File: config.mk
export PLATFORM = sky130hd
export DESIGN_NAME = usb_host_sequencer
export DESIGN_NICKNAME = d
export VERILOG_FILES = /design/src/rtl/usb_pkg.sv /design/src/rtl/resp_timer.sv /design/src/rtl/usb_host_sequencer.sv
export SDC_FILE = /design/constraint.sdc
export NUM_CORES = 1
export LEC_CHECK = 0
export CORE_ASPECT_RATIO = 1.2
export CORE_MARGIN = 1.5
export CORE_UTILIZATION = 35
export CTS_CLUSTER_DIAMETER = 30
export DETAILED_ROUTE_END_ITERATION = 16
export PLACE_DENSITY = 0.69
export SYNTH_ARGS = -nofsm -noshare
export SYNTH_HDL_FRONTEND = slang
export SYNTH_SLANG_ARGS = --single-unit
File: constraint.sdc
create_clock -name clk -period 3.2 [get_ports clk]
set_input_delay 0.8 -clock clk [delete_from_list [all_inputs] [get_ports clk]]
set_output_delay 0.8 -clock clk [all_outputs]
set_load 0.005 [all_outputs]
File: src/rtl/usb_pkg.sv
// usb_pkg: shared definitions for the host-side USB transaction sequencer.
//   - 3-bit packet codes used on both rx_packet (host RX) and tx_packet (host TX)
//   - xfer_status_e: per-transfer completion status
//   - state_e: sequencer FSM states
package usb_pkg;

  localparam logic [2:0] PidIdle = 3'b000;
  localparam logic [2:0] PidData = 3'b001;
  localparam logic [2:0] PidOut  = 3'b010;
  localparam logic [2:0] PidIn   = 3'b011;
  localparam logic [2:0] PidAck  = 3'b100;
  localparam logic [2:0] PidNak  = 3'b101;
  localparam logic [2:0] PidBad  = 3'b110;

  typedef enum logic [1:0] {
    XferOk      = 2'b00,
    XferNak     = 2'b01,
    XferBad     = 2'b10,
    XferTimeout = 2'b11
  } xfer_status_e;

  typedef enum logic [3:0] {
    StIdle,
    StLoadWait,
    StToken,
    StTokenWait,
    StDataTx,
    StDataWait,
    StWaitHs,
    StWaitData,
    StRxData,
    StSendAck,
    StAckWait,
    StDone
  } state_e;

  // Token PID for a transfer direction: 0 = OUT, 1 = IN.
  function automatic logic [2:0] token_pid(input logic dir);
    return dir ? PidIn : PidOut;
  endfunction

endpackage

File: src/rtl/resp_timer.sv
// resp_timer: 8-bit response wait timer.
//   clk, n_rst : clock, asynchronous active-low reset
//   load       : clear the count (takes priority over enable)
//   enable     : count one cycle of waiting
//   expired    : high in the waiting cycle in which the count reaches TIMEOUT_CYCLES,
//                so a wait that is not answered lasts exactly TIMEOUT_CYCLES cycles
module resp_timer #(
  parameter int unsigned TIMEOUT_CYCLES = 255
) (
  input  logic clk,
  input  logic n_rst,
  input  logic load,
  input  logic enable,
  output logic expired
);

  localparam logic [7:0] LastCount = 8'(TIMEOUT_CYCLES - 1);

  logic [7:0] count_q, count_d;

  always_comb begin
    count_d = count_q;
    if (load) begin
      count_d = '0;
    end else if (enable) begin
      count_d = count_q + 8'd1;
    end
  end

  always_ff @(posedge clk or negedge n_rst) begin
    if (!n_rst) begin
      count_q <= '0;
    end else begin
      count_q <= count_d;
    end
  end

  assign expired = enable && (count_q == LastCount);

endmodule

File: src/rtl/usb_host_sequencer.sv
// usb_host_sequencer: host-side transaction sequencer (one transfer per command).
// Sequences token/DATA/ACK on the host TX for OUT and IN transfers, interprets the
// endpoint reply reported by the host RX and reports one status per transfer.
//   clk, n_rst        : clock, asynchronous active-low reset
//   cmd_valid/ready   : command handshake; cmd_dir (0 OUT, 1 IN), cmd_size (OUT bytes)
//   buffer_occupancy  : bytes currently in the host data buffer
//   rx_packet         : packet code reported by the host RX
//   tx_done           : host TX finished the current packet
//   tx_packet         : packet code for the host TX (000 = nothing)
//   d_mode            : 1 while the host owns the link
//   clear             : one-cycle host buffer flush
//   xfer_done         : one-cycle end-of-transfer pulse; xfer_status held until the next one
// Optional feature macro HOST_TIMEOUT_EN: abort WAIT_HS/WAIT_DATA after TIMEOUT_CYCLES.
module usb_host_sequencer #(
  parameter int unsigned TIMEOUT_CYCLES = 255
) (
  input  logic       clk,
  input  logic       n_rst,
  input  logic       cmd_valid,
  output logic       cmd_ready,
  input  logic       cmd_dir,
  input  logic [6:0] cmd_size,
  input  logic [6:0] buffer_occupancy,
  input  logic [2:0] rx_packet,
  input  logic       tx_done,
  output logic [2:0] tx_packet,
  output logic       d_mode,
  output logic       clear,
  output logic       xfer_done,
  output logic [1:0] xfer_status
);

  import usb_pkg::*;

  state_e       state_q, state_d;
  logic         dir_q, dir_d;
  logic [6:0]   size_q, size_d;
  xfer_status_e status_q, status_d;
  logic         clear_d;
  logic [2:0]   tx_packet_q, tx_packet_d;
  logic         d_mode_q, d_mode_d;
  logic         clear_q;
  logic         xfer_done_q, xfer_done_d;
  logic         cmd_ready_q, cmd_ready_d;
  logic         timer_expired;

`ifdef HOST_TIMEOUT_EN
  logic timer_load;
  logic timer_en;

  // Clear on the edge that enters a response wait; count while sitting in one.
  assign timer_load = ((state_d == StWaitHs) || (state_d == StWaitData)) && (state_d != state_q);
  assign timer_en   = (state_q == StWaitHs) || (state_q == StWaitData);

  resp_timer #(
    .TIMEOUT_CYCLES (TIMEOUT_CYCLES)
  ) u_resp_timer (
    .clk     (clk),
    .n_rst   (n_rst),
    .load    (timer_load),
    .enable  (timer_en),
    .expired (timer_expired)
  );
`else
  // No timer in this build: response waits never expire.
  assign timer_expired = (TIMEOUT_CYCLES == 0) & 1'b0;
`endif

  // Next-state logic.
  always_comb begin
    state_d  = state_q;
    dir_d    = dir_q;
    size_d   = size_q;
    status_d = status_q;
    clear_d  = 1'b0;

    unique case (state_q)
      StIdle: begin
        if (cmd_valid && cmd_ready_q) begin
          dir_d   = cmd_dir;
          size_d  = cmd_size;
          state_d = cmd_dir ? StToken : StLoadWait;
        end
      end
      StLoadWait: begin
        if (buffer_occupancy == size_q) state_d = StToken;
      end
      StToken: state_d = StTokenWait;
      StTokenWait: begin
        if (tx_done) state_d = dir_q ? StWaitData : StDataTx;
      end
      StDataTx: state_d = StDataWait;
      StDataWait: begin
        if ((buffer_occupancy == 7'd0) && tx_done) state_d = StWaitHs;
      end
      StWaitHs: begin
        // A received packet takes priority over timer expiry.
        case (rx_packet)
          PidIdle: begin
            if (timer_expired) begin
              state_d  = StDone;
              status_d = XferTimeout;
            end
          end
          PidAck: begin
            state_d  = StDone;
            status_d = XferOk;
          end
          PidNak: begin
            state_d  = StDone;
            status_d = XferNak;
          end
          default: begin
            state_d  = StDone;
            status_d = XferBad;
          end
        endcase
      end
      StWaitData: begin
        case (rx_packet)
          PidIdle: begin
            if (timer_expired) begin
              state_d  = StDone;
              status_d = XferTimeout;
              clear_d  = 1'b1;
            end
          end
          PidData: state_d = StRxData;
          PidNak: begin
            state_d  = StDone;
            status_d = XferNak;
          end
          default: begin
            state_d  = StDone;
            status_d = XferBad;
          end
        endcase
      end
      StRxData: begin
        // Wait for end of packet; a corrupted payload is flushed and not acknowledged.
        if (rx_packet == PidIdle) begin
          state_d = StSendAck;
        end else if (rx_packet == PidBad) begin
          state_d  = StDone;
          status_d = XferBad;
          clear_d  = 1'b1;
        end
      end
      StSendAck: state_d = StAckWait;
      StAckWait: begin
        if (tx_done) begin
          state_d  = StDone;
          status_d = XferOk;
        end
      end
      StDone: state_d = StIdle;
      default: state_d = StIdle;
    endcase
  end

  // Output decode from the next state so registered outputs move with the state.
  always_comb begin
    tx_packet_d = PidIdle;
    unique case (state_d)
      StToken:   tx_packet_d = token_pid(dir_d);
      StDataTx:  tx_packet_d = PidData;
      StSendAck: tx_packet_d = PidAck;
      default:   tx_packet_d = PidIdle;
    endcase
    d_mode_d    = (state_d == StToken)  || (state_d == StTokenWait) ||
                  (state_d == StDataTx) || (state_d == StDataWait)  ||
                  (state_d == StSendAck) || (state_d == StAckWait);
    xfer_done_d = (state_d == StDone);
    cmd_ready_d = (state_d == StIdle);
  end

  always_ff @(posedge clk or negedge n_rst) begin
    if (!n_rst) begin
      state_q     <= StIdle;
      dir_q       <= 1'b0;
      size_q      <= '0;
      status_q    <= XferOk;
      tx_packet_q <= PidIdle;
      d_mode_q    <= 1'b0;
      clear_q     <= 1'b0;
      xfer_done_q <= 1'b0;
      cmd_ready_q <= 1'b0;
    end else begin
      state_q     <= state_d;
      dir_q       <= dir_d;
      size_q      <= size_d;
      status_q    <= status_d;
      tx_packet_q <= tx_packet_d;
      d_mode_q    <= d_mode_d;
      clear_q     <= clear_d;
      xfer_done_q <= xfer_done_d;
      cmd_ready_q <= cmd_ready_d;
    end
  end

  assign cmd_ready   = cmd_ready_q;
  assign tx_packet   = tx_packet_q;
  assign d_mode      = d_mode_q;
  assign clear       = clear_q;
  assign xfer_done   = xfer_done_q;
  assign xfer_status = status_q;

endmodule

==> parameters.txt, run 1 <==
Parameter                              Value

Status
  Run status    completed

STA
  Worst slew margin relative to its limit    0.672
  Maximum operating frequency    355 MHz
  Final Skew    3.27 ps
  Number of hold-slack violations in the final timing report    0
  Pins over their slew limit    0
  Period utilisation layout    0.879
  Setup repair after global routing missed its margin    false
  Final setup vio count    0
  Setup_tns    0 ps
  Final min period    2810 ps
  Transition time at the pin with the least slew margin    489 ps

Floorplan
  Total Die Area    3850 µm²
  Number of placed I/O pins    31
  Die outline width    56.9 µm
  Std cell rows    23
  Core box area    3340 µm²
  Vertical die dimension    67.7 µm
  Initial core utilization    0.366

Global route
  Wire length of the first global-routing pass    4.42 mm
  Residual overflow from global routing    0
  Number of global-route vias before repair    952
  Largest net degree at the start of global routing    22
  GRT Total Usage    0.149
  Antenna violations before repair    0

Worst setup path
  Delay of the slowest cell on the worst path    650 ps
  Critical-path maximum fanout    8
  Kind of cell with the highest combined delay on the critical path    simple AND/OR/NAND/NOR gates
  Logic depth of the worst setup path including buffers    7
  Required time at the worst-slack endpoint    3350 ps
  CP arrival    2960 ps
  Critical path class    in -> reg
  Kind of start point of the critical path    input pin
  Endpoint kind of the worst setup timing path    flop
  Depth of the worst register-to-register path    6
  Critical path cell sequence    clkdlybuf4s50_1 > nor3b_1 > nor3_1 > o21ai_1 > or4b_1 > nand3_4 > mux2_4
  Critical path buffers and inverters    1
  Slowest stage cell, crit path    sky130_fd_sc_hd__or4b_1

Final layout
  Nets    167
  Leading cell type in the layout, fill and taps excluded    sky130_fd_sc_hd__clkdlybuf4s50_1
  Diodes inserted    0
  Leading cell types in the layout, fill and taps excluded    30 x sky130_fd_sc_hd__clkdlybuf4s50_1, 21 x sky130_fd_sc_hd__dfrtp_1, 9 x sky130_fd_sc_hd__nor2_1, 9 x sky130_fd_sc_hd__nand2_1, 8 x sky130_fd_sc_hd__mux2_2
  Post-synthesis to final-layout area growth    29.3%
  Share of layout cells above drive strength 1    0.160
  Post-Layout Inst Area    1580 µm²
  Filler cell count in the final layout    324

Synth
  Post-synthesis async set-or-reset flop share    1.00
  Number of unique standard cell types used by synthesis    42
  Post-Synthesis Cell Area    1220 µm²
  Number of synthesized register bits    21
  Net Count, Synth    136
  Register area share after synthesis    0.430
  Ys Warns    0
  Instance count of the mapped netlist    114
  Yosys top cell area share    0.430
  Cell taking the most area after synthesis    sky130_fd_sc_hd__dfrtp_1
  Number of enable flip-flop cells after synthesis    0
  Primary FF master, synth    sky130_fd_sc_hd__dfrtp_1
  Dominant cells by area after synthesis    sky130_fd_sc_hd__dfrtp_1 43%, sky130_fd_sc_hd__mux2_2 7.4%, sky130_fd_sc_hd__xnor2_1 4.3%, sky130_fd_sc_hd__nand2_1 2.8%, sky130_fd_sc_hd__nor2_1 2.8%
  Mean area per synthesized cell    10.7 µm²

Routing
  WL per Instance    14.6 µm
  Number of vias per cell    5.18
  Violation count after the first detailed-routing iteration    20
  Number of antenna-violating nets in the routed design    0
  Routed WL    2.65 mm
  Vias    938
  Iteration count of the initial detailed-routing pass    4
  DRC violations left    0

Flow run
  Max_cap viols    0

Clock tree
  H-tree depth reported by CTS    1
  Number of buffers inserted during clock tree synthesis    3
  Post-CTS setup repair buffer count    0
  Skew-Pair Late Insertion Delay    260 ps
  CTS tree    yes
  CTS Hold Bufs    0
  Max Root-Sink Buffers    2
  Total of cells resized after clock tree synthesis    0
  Number of clock sinks    21
  Clock edge transition at the registers on the reported setup and hold paths    80 ps
  CTS Root Buffer Type    sky130_fd_sc_hd__clkbuf_8

Placement
  Global placement routability congestion    0.870
  Placed Instance Area    1530 µm²
  Detail Placement HPWL    2.06 mm
  Count of buffers inserted at the top-level ports    30

Power and ir drop
  Maximum ir drop on the vdd rail    0.467 mV
  Leakage component of the power    0.657 nW
  Power per unit of standard cell area    803 nW/µm²

Min path
  Worst Hold Class    reg -> reg
  Worst hold stages    1
-- path summary, 6_finish.rpt --
| check | startpoint | endpoint | slack (ps) |
|---|---|---|---|
| worst max-delay path | tx_done | xfer_status[0]$_DFFE_PN0P_ | 390 |
| worst min-delay path | xfer_status[1]$_DFFE_PN0P_ | xfer_status[1]$_DFFE_PN0P_ | 540 |
| worst max register to register | state_q[3]$_DFF_PN0_ | xfer_status[0]$_DFFE_PN0P_ | 860 |
| worst min register to register | xfer_status[1]$_DFFE_PN0P_ | xfer_status[1]$_DFFE_PN0P_ | 540 |
| max in group asynchronous | n_rst | state_q[1]$_DFF_PN0_ | 2100 |
| min in group asynchronous | n_rst | xfer_done$_DFF_PN0_ | 880 |
-- cell families after synthesis --
| family | count (synthesis) | share of synthesized area |
|---|---|---|
| simple gates | 46 | 0.247 |
| flops | 21 | 0.430 |
| compound gates | 18 | 0.103 |
| mux | 12 | 0.115 |
| buf+inv | 9 | 0.0471 |
| xor+xnor | 8 | 0.0574 |
-- flip-flops by register name, summed over array words and instances, names as in the netlist --
signal	flops
tx_packet	3
d_mode	1
state_q	4
xfer_done	1
clear	1
dir_q	1
cmd_ready	1
xfer_status	2
size_q	7
-- area by class of cell --
class,count,area (µm²),area share
multi-input combinational,84,638,0.404
clock buffer,3,41.3,0.0261
timing repair buffer,31,308,0.195
inverter,4,15.0,0.00951
sequential,21,526,0.333
tap,37,46.3,0.0293
clock inverter,1,5.00,0.00317
-- stage by stage --
stage | hold WS [ps] | total power [mW] | std cells | util | setup slack [ps]
3_3_place_gp | 503 | 1.08 | 177 | 0.459 | 212
6_report | 537 | 1.27 | 181 | 0.473 | 386
5_1_grt | 547 | 1.37 | 181 | 0.473 | 280
3_5_place_dp | 511 | 1.10 | 177 | 0.459 | 140
4_1_cts | 534 | 1.28 | 181 | 0.473 | 403
2_1_floorplan | 492 | 0.935 | 114 | - | 905
-- power breakdown --
part | switching (mW) | total, mW | internal [mW]
clock network | 0.0871 | 0.174 | 0.0866
logic | 0.294 | 0.618 | 0.324
registers | 0.102 | 0.476 | 0.374
total | 0.483 | 1.27 | 0.784
-- cells in the mapped netlist (2+ instances only) --
library cell and number:
sky130_fd_sc_hd__nor2_1 9, sky130_fd_sc_hd__mux2i_1 2, sky130_fd_sc_hd__a31oi_1 2, sky130_fd_sc_hd__a21oi_1 2, sky130_fd_sc_hd__buf_6 2, sky130_fd_sc_hd__dfrtp_1 21
sky130_fd_sc_hd__buf_4 2, sky130_fd_sc_hd__mux2_4 2, sky130_fd_sc_hd__mux2_2 8, sky130_fd_sc_hd__nand2b_1 3, sky130_fd_sc_hd__xor2_1 2, sky130_fd_sc_hd__o21ai_0 3
sky130_fd_sc_hd__xnor2_1 6, sky130_fd_sc_hd__nor3_1 2, sky130_fd_sc_hd__nor2b_1 5, sky130_fd_sc_hd__nor4_1 2, sky130_fd_sc_hd__inv_1 4, sky130_fd_sc_hd__o21ai_1 2
sky130_fd_sc_hd__o31ai_1 2, sky130_fd_sc_hd__nor4b_1 2, sky130_fd_sc_hd__nor3b_1 2, sky130_fd_sc_hd__nand2_1 9
-- routing by layer --
metal | GRT usage | share of wire
met5 | 0 | 0
met4 | 0.0436 | 0.0072
met3 | 0.0249 | 0.045
met2 | 0.273 | 0.53
met1 | 0.179 | 0.42
(Power assumes the default switching activity.)
==> run 2, diff against run 1 <==
DONT_BUFFER_PORTS = 1   (was not set)
PLACE_DENSITY = 0.58   (was 0.69)
==> run 2 against run 1 <==
Net effect: combinational power down 18%; setup slack better by 480 ps; sequential cell count unchanged; power down 7.7%; critical endpoint unchanged; highest routed layer unchanged.
==> parameters.txt, run 2 (same netlist as run 1, synthesis figures left out) <==
Parameter                              Value

Placement
  Detail Placement HPWL    1.94 mm
  Global placement routability congestion    0.962
  Count of buffers inserted at the top-level ports    0

Clock tree
  Number of clock sinks    21
  Number of buffers inserted during clock tree synthesis    3
  Post-CTS setup repair buffer count    0
  Clock edge transition at the registers on the reported setup and hold paths    80 ps
  CTS tree    yes
  CTS Hold Bufs    0
  H-tree depth reported by CTS    1
  Total of cells resized after clock tree synthesis    0
  Skew-Pair Late Insertion Delay    260 ps
  CTS Root Buffer Type    sky130_fd_sc_hd__clkbuf_8
  Max Root-Sink Buffers    2

Routing
  Routed WL    2.61 mm
  Vias    852
  WL per Instance    17.4 µm
  Number of vias per cell    5.68
  Violation count after the first detailed-routing iteration    21
  Iteration count of the initial detailed-routing pass    4
  Number of antenna-violating nets in the routed design    0
  DRC violations left    0

Power and ir drop
  Combinational cell fraction of total power    0.433
  Share of total power consumed by net switching    0.398
  Internal power contribution    0.704 mW
  Leakage component of the power    0.538 nW
  Maximum ir drop on the vdd rail    0.424 mV
  P_sw    0.466 mW
  Power per unit of standard cell area    920 nW/µm²
  Clock network power share    0.152
  Sequential cell fraction of total power    0.415

Worst setup path
  Required time at the worst-slack endpoint    3350 ps
  CP arrival    2490 ps
  Critical-path maximum fanout    11
  Kind of start point of the critical path    flop
  Critical path class    reg -> reg
  Endpoint kind of the worst setup timing path    flop

STA
  Final Skew    2.65 ps
  Pins over their slew limit    0
  Setup_tns    0 ps
  Period utilisation layout    0.730
  Final hold slack    221 ps
  Transition time at the pin with the least slew margin    468 ps
  Final min period    2340 ps
  Setup repair after global routing missed its margin    false
  Worst slew margin relative to its limit    0.686
  Final setup vio count    0
  Number of hold-slack violations in the final timing report    0
  Maximum operating frequency    428 MHz

Final layout
  Largest register FFs    7
  Largest register by flop count    size_q
  Nets    136
  Filler cell count in the final layout    323
  Share of layout cells above drive strength 1    0.195
  Post-synthesis to final-layout area growth    4.10%
  Leading cell types in the layout, fill and taps excluded    21 x sky130_fd_sc_hd__dfrtp_1, 9 x sky130_fd_sc_hd__nor2_1, 9 x sky130_fd_sc_hd__nand2_1, 8 x sky130_fd_sc_hd__mux2_2, 6 x sky130_fd_sc_hd__xnor2_1
  Leading cell type in the layout, fill and taps excluded    sky130_fd_sc_hd__dfrtp_1
  Diodes inserted    0

Global route
  GRT Total Usage    0.147
  Antenna violations before repair    0
  Residual overflow from global routing    0
  Largest net degree at the start of global routing    22
  Wire length of the first global-routing pass    4.27 mm
  Number of global-route vias before repair    892

Floorplan
  Die outline width    56.9 µm
  Std cell rows    23
  Total Die Area    3850 µm²
  Number of placed I/O pins    31
  Core box area    3340 µm²
  Initial core utilization    0.366
  Vertical die dimension    67.7 µm

Flow run
  Max_cap viols    0

Min path
  Worst Hold Class    in -> async

Status
  Run status    completed
## run 2: changes by cell type in the layout (fill, tap and decap cells not counted)
cell                              delta
sky130_fd_sc_hd__clkdlybuf4s50_1    -30
sky130_fd_sc_hd__buf_4               -1
## run 2: path summary, 6_finish.rpt
check                                           start                         end  slack (ps)  depth (start not counted)
min in group clk                size_q[4]$_DFFE_PN0P_       size_q[4]$_DFFE_PN0P_         540                          1
worst max register to register   state_q[3]$_DFF_PN0_  xfer_status[0]$_DFFE_PN0P_         860                          6
worst min register to register  size_q[4]$_DFFE_PN0P_       size_q[4]$_DFFE_PN0P_         540                          1
worst min-delay path                            n_rst  xfer_status[1]$_DFFE_PN0P_         220                          0
worst max-delay path             state_q[3]$_DFF_PN0_  xfer_status[0]$_DFFE_PN0P_         860                          6
max in group asynchronous                       n_rst         cmd_ready$_DFF_PN0_        2910                          0
## run 2: critical path, cell delays in order (launching register included)
cell                        delay [ps]
sky130_fd_sc_hd__dfrtp_1           560
sky130_fd_sc_hd__nand3b_1          290
sky130_fd_sc_hd__nor2_8             80
sky130_fd_sc_hd__o2bb2ai_1         120
sky130_fd_sc_hd__or4b_1            670
sky130_fd_sc_hd__nand3_4           190
sky130_fd_sc_hd__mux2_4            310
## run 2: layer usage
| metal | vias up | global-route usage | wire, µm |
|---|---|---|---|
| met5 | - | 0 | 0 |
| met4 | 0 | 0.0727 | 49 |
| met3 | 5 | 0.0402 | 135 |
| met2 | 24 | 0.241 | 1290 |
| met1 | 417 | 0.179 | 1130 |
| li1 | 406 | - | - |
## run 2: power groups by stage
stage | Combinational, mW | Clock [mW] | Sequential, mW
6_report | 0.507 | 0.178 | 0.485
5_1_grt | 0.559 | 0.199 | 0.504
2_1_floorplan | 0.506 | 0 | 0.429
4_1_cts | 0.513 | 0.184 | 0.486
3_5_place_dp | 0.507 | 0 | 0.489
3_3_place_gp | 0.506 | 0 | 0.491
## run 2: cell type report
cell class                 count  area (µm²)  share of cell area
clock buffer                   3        41.3              0.0325
clock inverter                 1        5.00             0.00394
inverter                       4        15.0              0.0118
multi-input combinational     84         638               0.502
sequential                    21         526               0.413
tap                           37        46.3              0.0364
## run 2: through the flow
step,cell area [µm²],util,total power [mW],std cells,worst slack (ps)
floorplan,1220,-,0.935,114,905
detailed placement,1220,0.367,0.996,146,694
global route,1270,0.381,1.26,150,765
finish,1270,0.381,1.17,150,865
global placement,1220,0.367,0.997,146,707
CTS,1270,0.381,1.18,150,844
